[src/rtl/symbol_decoder.sv]
// rtl/symbol_decoder.sv - 10-bit symbol to byte decoder with word-lock FSM and error counter
//
// Purpose : inverts the link encoder's 4b/6b code tables, flags illegal codes,
//           tracks word lock (HUNT/LOCKED) and counts code errors while locked.
// Ports   : clk, reset (async, active-low)
//           din[9:0], din_valid   - symbol in (din[9:6] 4b code, din[5:0] 6b code)
//           dout[7:0], dout_valid - decoded byte, one-cycle qualifier
//           code_err              - symbol held an illegal 4b or 6b code
//           locked                - FSM is LOCKED
//           err_cnt, err_clr      - saturating error count and its synchronous clear
// Option  : DEC_DATA_GATE_EN - forward only clean bytes decoded while LOCKED.
module symbol_decoder #(
  parameter int LOCK_CNT   = 4,
  parameter int UNLOCK_CNT = 3,
  parameter int ERR_CNT_W  = 16
) (
  input  logic                 clk,
  input  logic                 reset,
  input  logic [9:0]           din,
  input  logic                 din_valid,
  output logic [7:0]           dout,
  output logic                 dout_valid,
  output logic                 code_err,
  output logic                 locked,
  output logic [ERR_CNT_W-1:0] err_cnt,
  input  logic                 err_clr
);

  localparam logic [0:0] ST_HUNT   = 1'b0;
  localparam logic [0:0] ST_LOCKED = 1'b1;

  localparam logic [3:0]           LOCK_N   = 4'(LOCK_CNT);
  localparam logic [3:0]           UNLOCK_N = 4'(UNLOCK_CNT);
  localparam logic [ERR_CNT_W-1:0] ERR_ONE  = ERR_CNT_W'(1);

  logic [0:0] state, state_nxt;
  logic [3:0] good_cnt, good_nxt;
  logic [3:0] bad_cnt, bad_nxt;
  logic       err_inc;

  logic [2:0] dec4;
  logic       ok4;
  logic [4:0] dec6;
  logic       ok6;
  logic       illegal;

  always_comb begin
    ok4 = 1'b1;
    case (din[9:6])
      4'b0100: dec4 = 3'd0;
      4'b1001: dec4 = 3'd1;
      4'b0101: dec4 = 3'd2;
      4'b0011: dec4 = 3'd3;
      4'b0010: dec4 = 3'd4;
      4'b1010: dec4 = 3'd5;
      4'b0110: dec4 = 3'd6;
      4'b0001: dec4 = 3'd7;
      default: begin dec4 = 3'd0; ok4 = 1'b0; end
    endcase
  end

  always_comb begin
    ok6 = 1'b1;
    case (din[5:0])
      6'b011000: dec6 = 5'd0;
      6'b011101: dec6 = 5'd1;
      6'b010010: dec6 = 5'd2;
      6'b110001: dec6 = 5'd3;
      6'b110101: dec6 = 5'd4;
      6'b101001: dec6 = 5'd5;
      6'b011001: dec6 = 5'd6;
      6'b111000: dec6 = 5'd7;
      6'b111001: dec6 = 5'd8;
      6'b100101: dec6 = 5'd9;
      6'b010101: dec6 = 5'd10;
      6'b110100: dec6 = 5'd11;
      6'b001101: dec6 = 5'd12;
      6'b101100: dec6 = 5'd13;
      6'b011100: dec6 = 5'd14;
      6'b010111: dec6 = 5'd15;
      6'b011011: dec6 = 5'd16;
      6'b100011: dec6 = 5'd17;
      6'b010011: dec6 = 5'd18;
      6'b110010: dec6 = 5'd19;
      6'b001011: dec6 = 5'd20;
      6'b101010: dec6 = 5'd21;
      6'b011010: dec6 = 5'd22;
      6'b111010: dec6 = 5'd23;
      6'b110011: dec6 = 5'd24;
      6'b100110: dec6 = 5'd25;
      6'b010110: dec6 = 5'd26;
      6'b110110: dec6 = 5'd27;
      6'b001110: dec6 = 5'd28;
      6'b101110: dec6 = 5'd29;
      6'b011110: dec6 = 5'd30;
      6'b101011: dec6 = 5'd31;
      default: begin dec6 = 5'd0; ok6 = 1'b0; end
    endcase
  end

  assign illegal = !(ok4 && ok6);

  // Lock FSM; everything here is qualified by din_valid so idle cycles leave it untouched.
  always_comb begin
    state_nxt = state;
    good_nxt  = good_cnt;
    bad_nxt   = bad_cnt;
    err_inc   = 1'b0;
    if (din_valid) begin
      if (state == ST_HUNT) begin
        if (illegal) begin
          good_nxt = 4'd0;
        end else if (good_cnt + 4'd1 == LOCK_N) begin
          state_nxt = ST_LOCKED;
          good_nxt  = good_cnt + 4'd1;
          bad_nxt   = 4'd0;
        end else begin
          good_nxt = good_cnt + 4'd1;
        end
      end else begin
        if (illegal) begin
          err_inc = 1'b1;
          if (bad_cnt + 4'd1 == UNLOCK_N) begin
            state_nxt = ST_HUNT;
            bad_nxt   = bad_cnt + 4'd1;
            good_nxt  = 4'd0;
          end else begin
            bad_nxt = bad_cnt + 4'd1;
          end
        end else begin
          bad_nxt = 4'd0;
        end
      end
    end
  end

  always_ff @(posedge clk or negedge reset) begin
    if (!reset) begin
      state      <= ST_HUNT;
      good_cnt   <= 4'd0;
      bad_cnt    <= 4'd0;
      dout       <= 8'h00;
      dout_valid <= 1'b0;
      code_err   <= 1'b0;
      locked     <= 1'b0;
    end else begin
      state    <= state_nxt;
      good_cnt <= good_nxt;
      bad_cnt  <= bad_nxt;
      locked   <= (state_nxt == ST_LOCKED);
      if (din_valid) begin
        dout <= {dec4, dec6};
      end
`ifdef DEC_DATA_GATE_EN
      // code_err becomes a pulse because dout_valid no longer qualifies it.
      dout_valid <= din_valid && (state_nxt == ST_LOCKED) && !illegal;
      code_err   <= din_valid && illegal;
`else
      dout_valid <= din_valid;
      if (din_valid) begin
        code_err <= illegal;
      end
`endif
    end
  end

  // A clear coinciding with a counted error leaves that error counted.
  always_ff @(posedge clk or negedge reset) begin
    if (!reset) begin
      err_cnt <= '0;
    end else if (err_clr) begin
      err_cnt <= err_inc ? ERR_ONE : '0;
    end else if (err_inc && (err_cnt != '1)) begin
      err_cnt <= err_cnt + ERR_ONE;
    end
  end

endmodule

[config.mk]
export PLATFORM = sky130hd
export DESIGN_NAME = symbol_decoder
export DESIGN_NICKNAME = d
export VERILOG_FILES = /design/src/rtl/symbol_decoder.sv
export SDC_FILE = /design/constraint.sdc
export NUM_CORES = 1
export LEC_CHECK = 0
export ABC_AREA = 1
export CORE_ASPECT_RATIO = 0.75
export CORE_MARGIN = 2
export CORE_UTILIZATION = 30
export CTS_BUF_LIST = sky130_fd_sc_hd__clkbuf_4 sky130_fd_sc_hd__clkbuf_8
export CTS_CLUSTER_DIAMETER = 40
export DETAILED_ROUTE_END_ITERATION = 8
export GPL_ROUTABILITY_DRIVEN = 0
export GPL_TIMING_DRIVEN = 0
export PLACE_DENSITY_LB_ADDON = 0.2
export SLEW_MARGIN = 20
export SYNTH_ARGS = -nofsm -noshare
export SYNTH_HDL_FRONTEND = slang
export SYNTH_SLANG_ARGS = --single-unit
[constraint.sdc]
create_clock -name clk -period 1.7 [get_ports clk]
set_input_delay 0.425 -clock clk [delete_from_list [all_inputs] [get_ports clk]]
set_output_delay 0.425 -clock clk [all_outputs]
set_load 0.01 [all_outputs]
# == Word level (Yosys, flattened, before mapping) ==
# Cells that the tools add are included.
# word_totals
ff_bits,35
latch_bits,0
mem_bits_rw,0
mem_bits_ro,0
input_bits,14
output_inout_bits,27
wordCells,88
mem_count,0
# classes
n_addsub,3
mul,0
n_div,0
n_lt_le_gt_ge,0
n_eq_ne,45
shifts,0
n_mux,23
bitwise_logic,0
reduce_logical,10
# op_table
op,n
case mux 5 bit (31 select lines),1
equality test 6 bit (second input constant),17
equality test 6 x 5 -> 1 bit (second input constant),12
two-way mux 16 bit,2
two-way mux 4 bit,8
OR reduction 32 bit,1
case mux 3 bit (7 select lines),1
equality test 6 x 4 -> 1 bit (second input constant),3
adder 16 x 1 -> 16 bit (second input constant),1
equality test 4 x 3 -> 1 bit (second input constant),4
!= test 16 bit (second input constant),1
equality test 4 x 2 -> 1 bit (second input constant),3
two-way mux 1 bit,11
adder 4 x 1 -> 4 bit (second input constant),2
equality test 4 bit (second input constant),2
OR reduction 8 bit,1
AND reduction 3 bit,2
nonzero test 2 bit,3
equality test 4 x 1 -> 1 bit (second input constant),1
logical AND 1 bit,2
!= test 2 x 1 -> 1 bit (second input constant),1
!= test 2 bit (second input constant),1
logical NOT 1 bit,1

# == Logic depth before layout (Yosys ltp) ==
# Gate-level depths: netlist of run 1.
# logic_depth
ltp_word,10
mapped_depth,15
mapped_depth_nobuf,14

# == Worst setup path before layout of run 1 ==
# No wires, ideal clock.
# synth_path
path_type,reg-to-reg
startpoint,register err_cnt[0]
endpoint,register err_cnt[2]
setup_time_ns,0.117
arrival_ns,1.815
required_time_ns,1.583
path_slack_ns,-0.232
path_stages_with_launch,14
n_path_buf,1
synth_period_minus_slack_ns,1.932
cell_sequence,dfrtp_1 > ha_1 > nand2_1 > nor2_2 > nand3_1 > nor2_2 > nand2_1 > nor2_1 > nand4_1 > nand3_4 > nand2_4 > buf_6 > nand2_1 > nand2_1
# synth_between
elab_chain_len,3
word_cells_on_any_way,6
classes_between,add/sub (1); eq/ne (1); mux (2); reduce/logical (2)
# synth_lines
element,line_no,source
from (decl),25,"output logic [ERR_CNT_W-1:0] err_cnt,"
from (signal assigned),172,err_cnt <= err_inc ? ERR_ONE : '0;
from (signal assigned),174,err_cnt <= err_cnt + ERR_ONE;
adder 16 x 1 -> 16 bit or != test 16 bit (tied branches),"174, 173",
two-way mux 16 bit or logical AND 1 bit (tied branches),173,end else if (err_inc && (err_cnt != '1)) begin
two-way mux 16 bit or nonzero test 2 bit (tied branches),-,
# Several ways; a longest one is shown, not always the timed one. The select of a mux whose other input is x is not followed.
# A chain may end at the register's enable or synchronous reset.

# == Worst setup path in the final report of run 1 ==
# layout_path
startpoint,register err_cnt[0]
endpoint,register err_cnt[4]
# The elaborated chain is that of the path after synthesis.

==> summary.txt, run 1 <==
Drt
  • Drt initial violations: about 140
  • Total iterations of the first detailed-routing run: 4
  • # DRC: 0
  • Final wirelength: 7400 um
  • WL/cell: 13.3 um
  • Vias: 2,733
  • Post-route ant nets: 0
  • Via density: 4.92

Timing
  • Tcrit/Tclk final: 1.11
  • RSZ-0062 raised after global routing: true
  • Highest clock rate: ~0.53 GHz
  • Slew margin rel.: 0.652
  • Max Slew Vio Count: 0
  • Final setup viols: 23
  • Skew final: 7.21 ps
  • Final WS setup: -180 ps
  • Final hold slack: 51.0 ps
  • Worst-Margin Slew: around 520 ps
  • Final hold viol count: 0
  • Tmin final: 1880 ps

Global routing
  • Initial antenna violation count: 0
  • Met1 Usage GRT: 0.227
  • Global routing's busiest layer: met2
  • M3 GR Usage: 0.0278
  • GRT Total Usage: 0.162
  • Total gr overflow: 0
  • Vias in the first global route: 2,471
  • Largest net degree at the start of global routing: 22
  • First-pass GRT wire length: ~11,000 um
  • Met2 GRT Util: 0.262

Synthesis
  • Synthesized cell area: 2420 um2
  • Synth area leader: dfrtp_1
  • Synth Area per Inst: 6.76 um2
  • Area share of the largest cell type after synthesis: 0.362
  • Seq/Total Area, Yosys: 0.362
  • Synth Net Count: 377
  • Synth unique cells: 33
  • Largest cells by area after synthesis: dfrtp_1 (36%), nand2_1 (18%), nand3_1 (11%)
  • Synthesized flop and latch total: 35
  • Synthesis Warnings: 0
  • Synth Instances: approximately 360

Worst setup path
  • R2R depth: 13
  • Reg2Reg Launch Point: err_cnt[0]
  • Required time worst endpoint: 1880 ps
  • Levels on crit path: 13
  • Critical Path End: err_cnt[4]
  • Max FO, Critical Path: 8
  • Cell Chain, Critical Path: ha_2 -> nand2_2 -> nor2_4 -> nand3_4 -> nor2_4 -> nand2_2 -> nor2_1 -> nand4_1 -> nand3_4 -> nand2_8 -> buf_6 -> nand2_2 -> nand2_2
  • R2r endpoint: err_cnt[4]
  • Critical path type: flop to flop
  • Startpoint Class: flop
  • Critical Path Most Common Cell: nand2_2
  • Delay-heaviest family, CP: simple AND/OR/NAND/NOR gates
  • CP peak stage delay: 380 ps
  • Crit path max-delay cell type: dfrtp_1
  • Crit path capture type: flop
  • Buf+Inv Stages, Crit Path: 1
  • WP data arrival: between 2000 and 2500 ps
  • R2r setup slk: -180 ps
  • Critical Path Start: err_cnt[0]

CTS
  • Clk pin slew, worst setup/hold paths: 80 ps
  • CTS tree: done
  • Sink Count: 35
  • Worst-skew pair later-pin latency: about 290 ps
  • Clock Tree Buf Depth: 2
  • Clk root buf: clkbuf_8
  • Hold_buf cts: 0
  • CTS H-tree depth: 2
  • CTS Buf Count: 5

Floorplanning
  • Die Area: 8810 um2
  • Die H: 81.8 um
  • Die X: 108 um
  • # IOs: 41
  • Row cnt: 28
  • Core area: 7850 um2
  • Initial Utilization: 0.309

Power and ir drop
  • Leakage: 1.91 nW
  • Pwr Density: 711 nW/um2
  • Power, Total: between 2 and 3 mW
  • Peak supply drop: 0.375 mV

Placement
  • # port buffers: 39
  • Placed insts: approximately 500
  • Worst slack, placed: -928 ps
  • HPWL after DPL: 4570 um

Cells and area
  • Area growth syn-to-layout: 54.7%
  • Cell Count, Final, Fillers Out: 556
  • Most frequent cells in the layout: nand2_1 (88), nand3_1 (40), buf_4 (38)
  • Most common cell after layout, fill and taps aside: nand2_1
  • Core Util, Final: 0.477
  • Share of cells above drive strength 1: 0.328
  • Number of diodes: 0
  • Final net count: 469

Job
  • Max-Cap Viols: 0

Outcome
  • Failing checks: negative setup slack
  • Status: finished with violations

Min path
  • Min-delay worst type: input pin to asynchronous set/reset pin
==> what timing repair did <==
item / CTS / global route
cloned: 2 / 0
pin swaps: 19 / 38
endpoints found under the setup margin: 40 / 32
gates resized for setup: 75 / 82
setup buffers: 27 / 16
==> power by group <==
part           leakage [nW]  internal, mW  total [mW]  switching, mW
Combinational          1.41         0.443       0.997          0.554
Clock                0.0491         0.320       0.627          0.307
Sequential            0.459         0.943        1.04         0.0959
==> per-layer routing <==
layer  part of all wire  vias up  routed length [um]
met3              0.046       14                 344
li1                   -     1352                   -
met4              0.016        0                 121
met5                  0        -                   0
met2               0.46       74                3420
met1               0.47     1293                3510
==> logic make-up (layout without fill, tap and decap cells) <==
logic type	after synthesis	count (layout)	synth area share
xor gates and xnor gates	10	10	0.0362
adders and majority gates	5	5	0.0258
AOI/OAI and AO/OA	21	21	0.0517
and+or+nand+nor	250	251	0.463
DFF	35	35	0.362
buffers and inverters	37	129	0.0620
==> cell type report <==
| class | count | area [um2] |
|---|---|---|
| clock buffer | 7 | 83.8 |
| buffer | 8 | 45.0 |
| fill | 779 | 4100 |
| timing repair buffer | 84 | 811 |
| multi-input combinational | 287 | 1660 |
| inverter | 29 | 133 |
| tap | 105 | 131 |
| clock inverter | 1 | 5.00 |
| sequential | 35 | 881 |
==> state kept, by name, summed over array words and instances (netlist names) <==
name,flops
good_cnt,4
dout_valid,1
bad_cnt,4
err_cnt,16
code_err,1
state,1
dout,8
==> cells in the mapped netlist <==
cell type  instances
nand2_1          115
nand3_1           51
nor2_1            48
dfrtp_1           35
inv_1             21
nand4_1           10
nor2_2             8
o21ai_0            7
clkbuf_1           6
inv_2              6
xnor2_1            6
ha_1               5
nor3_1             5
nor3b_1            5
a21oi_1            4
xor2_1             4
a21o_1             2
clkinv_1           2
nand2_4            2
o22ai_1            2
o31ai_1            2
a211oi_1           1
a31oi_1            1
buf_4              1
buf_6              1
nand2_2            1
nand3_4            1
nand3b_1           1
nor2_4             1
nor4_1             1
o21ai_1            1
o21ai_2            1
or2_2              1
==> worst min-delay path by stage <==
stage,from,end,slack (ps)
after floorplan,reset,bad_cnt[0],130
after global placement,dout[2],dout[2],470
after detailed placement,reset,err_cnt[8],370
after CTS,reset,err_cnt[8],60
after global routing,reset,err_cnt[8],70
final,reset,err_cnt[8],50
==> through the flow <==
step	area [um2]	setup TNS, ps
finish	3750	-2370
global route	3750	-6070
CTS	3370	-3290
detailed placement	2980	-22770
global placement	2960	-47170
floorplan	2440	-1990
Power figures use the tool's default switching activity.
==> inputs of run 2 (changes only) <==
Settings changed: CORE_MARGIN 2 to not set.
==> run 2 against run 1 <==
The run still ends with negative setup slack left; register-to-register slack is essentially flat; power grew 4.4%; highest routed layer unchanged; wire length grew 0.14%; largest cell class unchanged; die area shrank 4.3%; non-clock buffer count shrank 6; critical endpoint is now err_cnt[12]; final cell count shrank 1.6%.
==> summary.txt, run 2 (same netlist as run 1, synthesis figures left out) <==
Floorplanning
  • Die Area: 8440 um2
  • Initial Utilization: 0.320
  • Core area: approximately 7600 um2
  • Die X: 106 um
  • Row cnt: 27
  • # IOs: 41
  • Die H: 79.8 um

Outcome
  • Failing checks: negative setup slack
  • Status: finished with violations

Worst setup path
  • Crit path max-delay cell type: dfrtp_1
  • Max FO, Critical Path: 3
  • CP peak stage delay: ~360 ps
  • Crit path capture type: flop
  • Required time worst endpoint: roughly 1900 ps
  • Critical Path Most Common Cell: buf_4
  • WP data arrival: ~2100 ps
  • Startpoint Class: flop
  • Cell Chain, Critical Path: ha_2 -> nand2_2 -> nor2_4 -> nand3_2 -> nor2_2 -> nand2_2 -> buf_4 -> buf_4 -> buf_4 -> o22ai_2 -> nor2_1 -> nand2_1 -> nand2_1
  • Critical path type: flop to flop

Cells and area
  • Biggest register: err_cnt
  • Most common cell after layout, fill and taps aside: nand2_1
  • Area growth syn-to-layout: 54.3%
  • Final net count: 464
  • Multi-input gate area: 1730 um2
  • Number of diodes: 0
  • Biggest regs: err_cnt x16, dout x8
  • Share of cells above drive strength 1: 0.336
  • # fillers: 763
  • Register area: 881 um2
  • Cell Count, Final, Fillers Out: 547
  • Non-Filler Cell Area, Final: 3730 um2
  • Max reg flops: 16
  • Most frequent cells in the layout: nand2_1 (91), nand3_1 (40), buf_4 (36)

Global routing
  • Total gr overflow: 0
  • Largest net degree at the start of global routing: 19
  • GRT Total Usage: 0.175
  • Vias in the first global route: 2,507
  • Initial antenna violation count: 0
  • First-pass GRT wire length: 11,800 um

Power and ir drop
  • Pwr Density: 745 nW/um2
  • Int Pwr: 1.79 mW
  • Combinational share of power: 0.374
  • Psw: 0.994 mW
  • Peak supply drop: 0.358 mV
  • Reg power frac: 0.374
  • Clock power frac: 0.251
  • Leakage: 1.85 nW
  • Sw frac: 0.358

Timing
  • Skew final: 3.98 ps
  • Final setup viols: 16
  • Highest clock rate: 0.534 GHz
  • Max Slew Vio Count: 0
  • Final WS setup: -173 ps
  • Worst-Margin Slew: 579 ps
  • Final hold viol count: 0
  • RSZ-0062 raised after global routing: true
  • Tcrit/Tclk final: 1.10
  • Slew margin rel.: 0.614
  • Final hold slack: 84.3 ps
  • Tmin final: 1870 ps
  • Setup TNS: -2150 ps

Drt
  • Vias: 2,731
  • Via density: 4.99
  • Drt initial violations: 143
  • # DRC: 0
  • Total iterations of the first detailed-routing run: 4
  • Final wirelength: approximately 7400 um
  • Post-route ant nets: 0
  • WL/cell: 13.5 um

CTS
  • Clk root buf: clkbuf_8
  • CTS tree: done
  • Worst-skew pair later-pin latency: 280 ps
  • Clock Tree Buf Depth: 2
  • Sink Count: 35
  • CTS Buf Count: 5
  • Hold_buf cts: 0
  • Clk pin slew, worst setup/hold paths: 80 ps
  • CTS H-tree depth: 2

Placement
  • HPWL after DPL: roughly 4800 um
  • Placed insts: 499
  • # port buffers: 39
  • Area after DPL: 2980 um2

Min path
  • Min-delay worst type: input pin to asynchronous set/reset pin

Job
  • Max-Cap Viols: 0
## run 2: cell count changes in the layout (fill, tap and decap cells not counted), sizes merged
cell / previous run / this run
buf: 54 / 48
clkbuf: 14 / 18
dlymetal6s2s: 7 / 4
clkdlybuf4s50: 19 / 21
clkinv: 4 / 2
clkdlybuf4s15: 1 / 0
dlygate4sd2: 4 / 3
inv: 26 / 27
nor2: 58 / 59
## run 2: layout make-up
| type | instances | share of cell area |
|---|---|---|
| timing repair buffer | 78 | 0.194 |
| buffer | 8 | 0.0131 |
| tap | 101 | 0.0338 |
| sequential | 35 | 0.236 |
| clock buffer | 8 | 0.0278 |
| inverter | 29 | 0.0328 |
| multi-input combinational | 288 | 0.462 |
## run 2: path summary, 6_finish.rpt
kind	startpoint	to	slack [ps]	depth (start not counted)
worst min register to register	dout[2]	dout[2]	490	2
worst max-delay path	err_cnt[0]	err_cnt[12]	-170	13
max in group asynchronous	reset	err_cnt[13]	1140	2
min in group clk	dout[2]	dout[2]	490	2
worst min-delay path	reset	err_cnt[11]	80	1
worst max register to register	err_cnt[0]	err_cnt[12]	-170	13
## run 2: power by group through the flow
stage	Sequential (mW)	Combinational, mW	Clock, mW
final	1.04	1.04	0.699
after global routing	1.06	1.16	0.759
after CTS	1.04	0.884	0.727
after detailed placement	1.07	0.787	0
after global placement	1.07	0.772	0
after floorplan	1.07	0.451	0
## run 2: through the flow
| step | setup slack [ps] | util | power (mW) |
|---|---|---|---|
| 2_1_floorplan | -168 | - | 1.53 |
| 3_3_place_gp | -980 | 0.390 | 1.84 |
| 3_5_place_dp | -1000 | 0.393 | 1.85 |
| 4_1_cts | -226 | 0.441 | 2.65 |
| 5_1_grt | -286 | 0.494 | 2.98 |
| 6_report | -173 | 0.494 | 2.78 |
## run 2: worst max-delay path, delay by kind of cell, from the launching register on
family,cells,cell delay [ps]
buffers and inverters,3,380
adder cells (fa/ha/maj),1,190
flip-flops,1,360
AND/OR/NAND/NOR,8,690
AO/OA/AOI/OAI,1,160
## run 2: repair_timing
action	4_1_cts	5_1_grt
setup buffers	23	15
resized for setup	67	98
cloned	2	0
pin swaps	14	40
setup endpoints to repair	40	31
## run 2: metal layers
metal	share of wire	vias to the layer above	track usage
met5	0	-	0
met4	0.0058	0	0.0431
met3	0.054	5	0.0327
met2	0.46	75	0.279
met1	0.48	1301	0.245
li1	-	1350	-
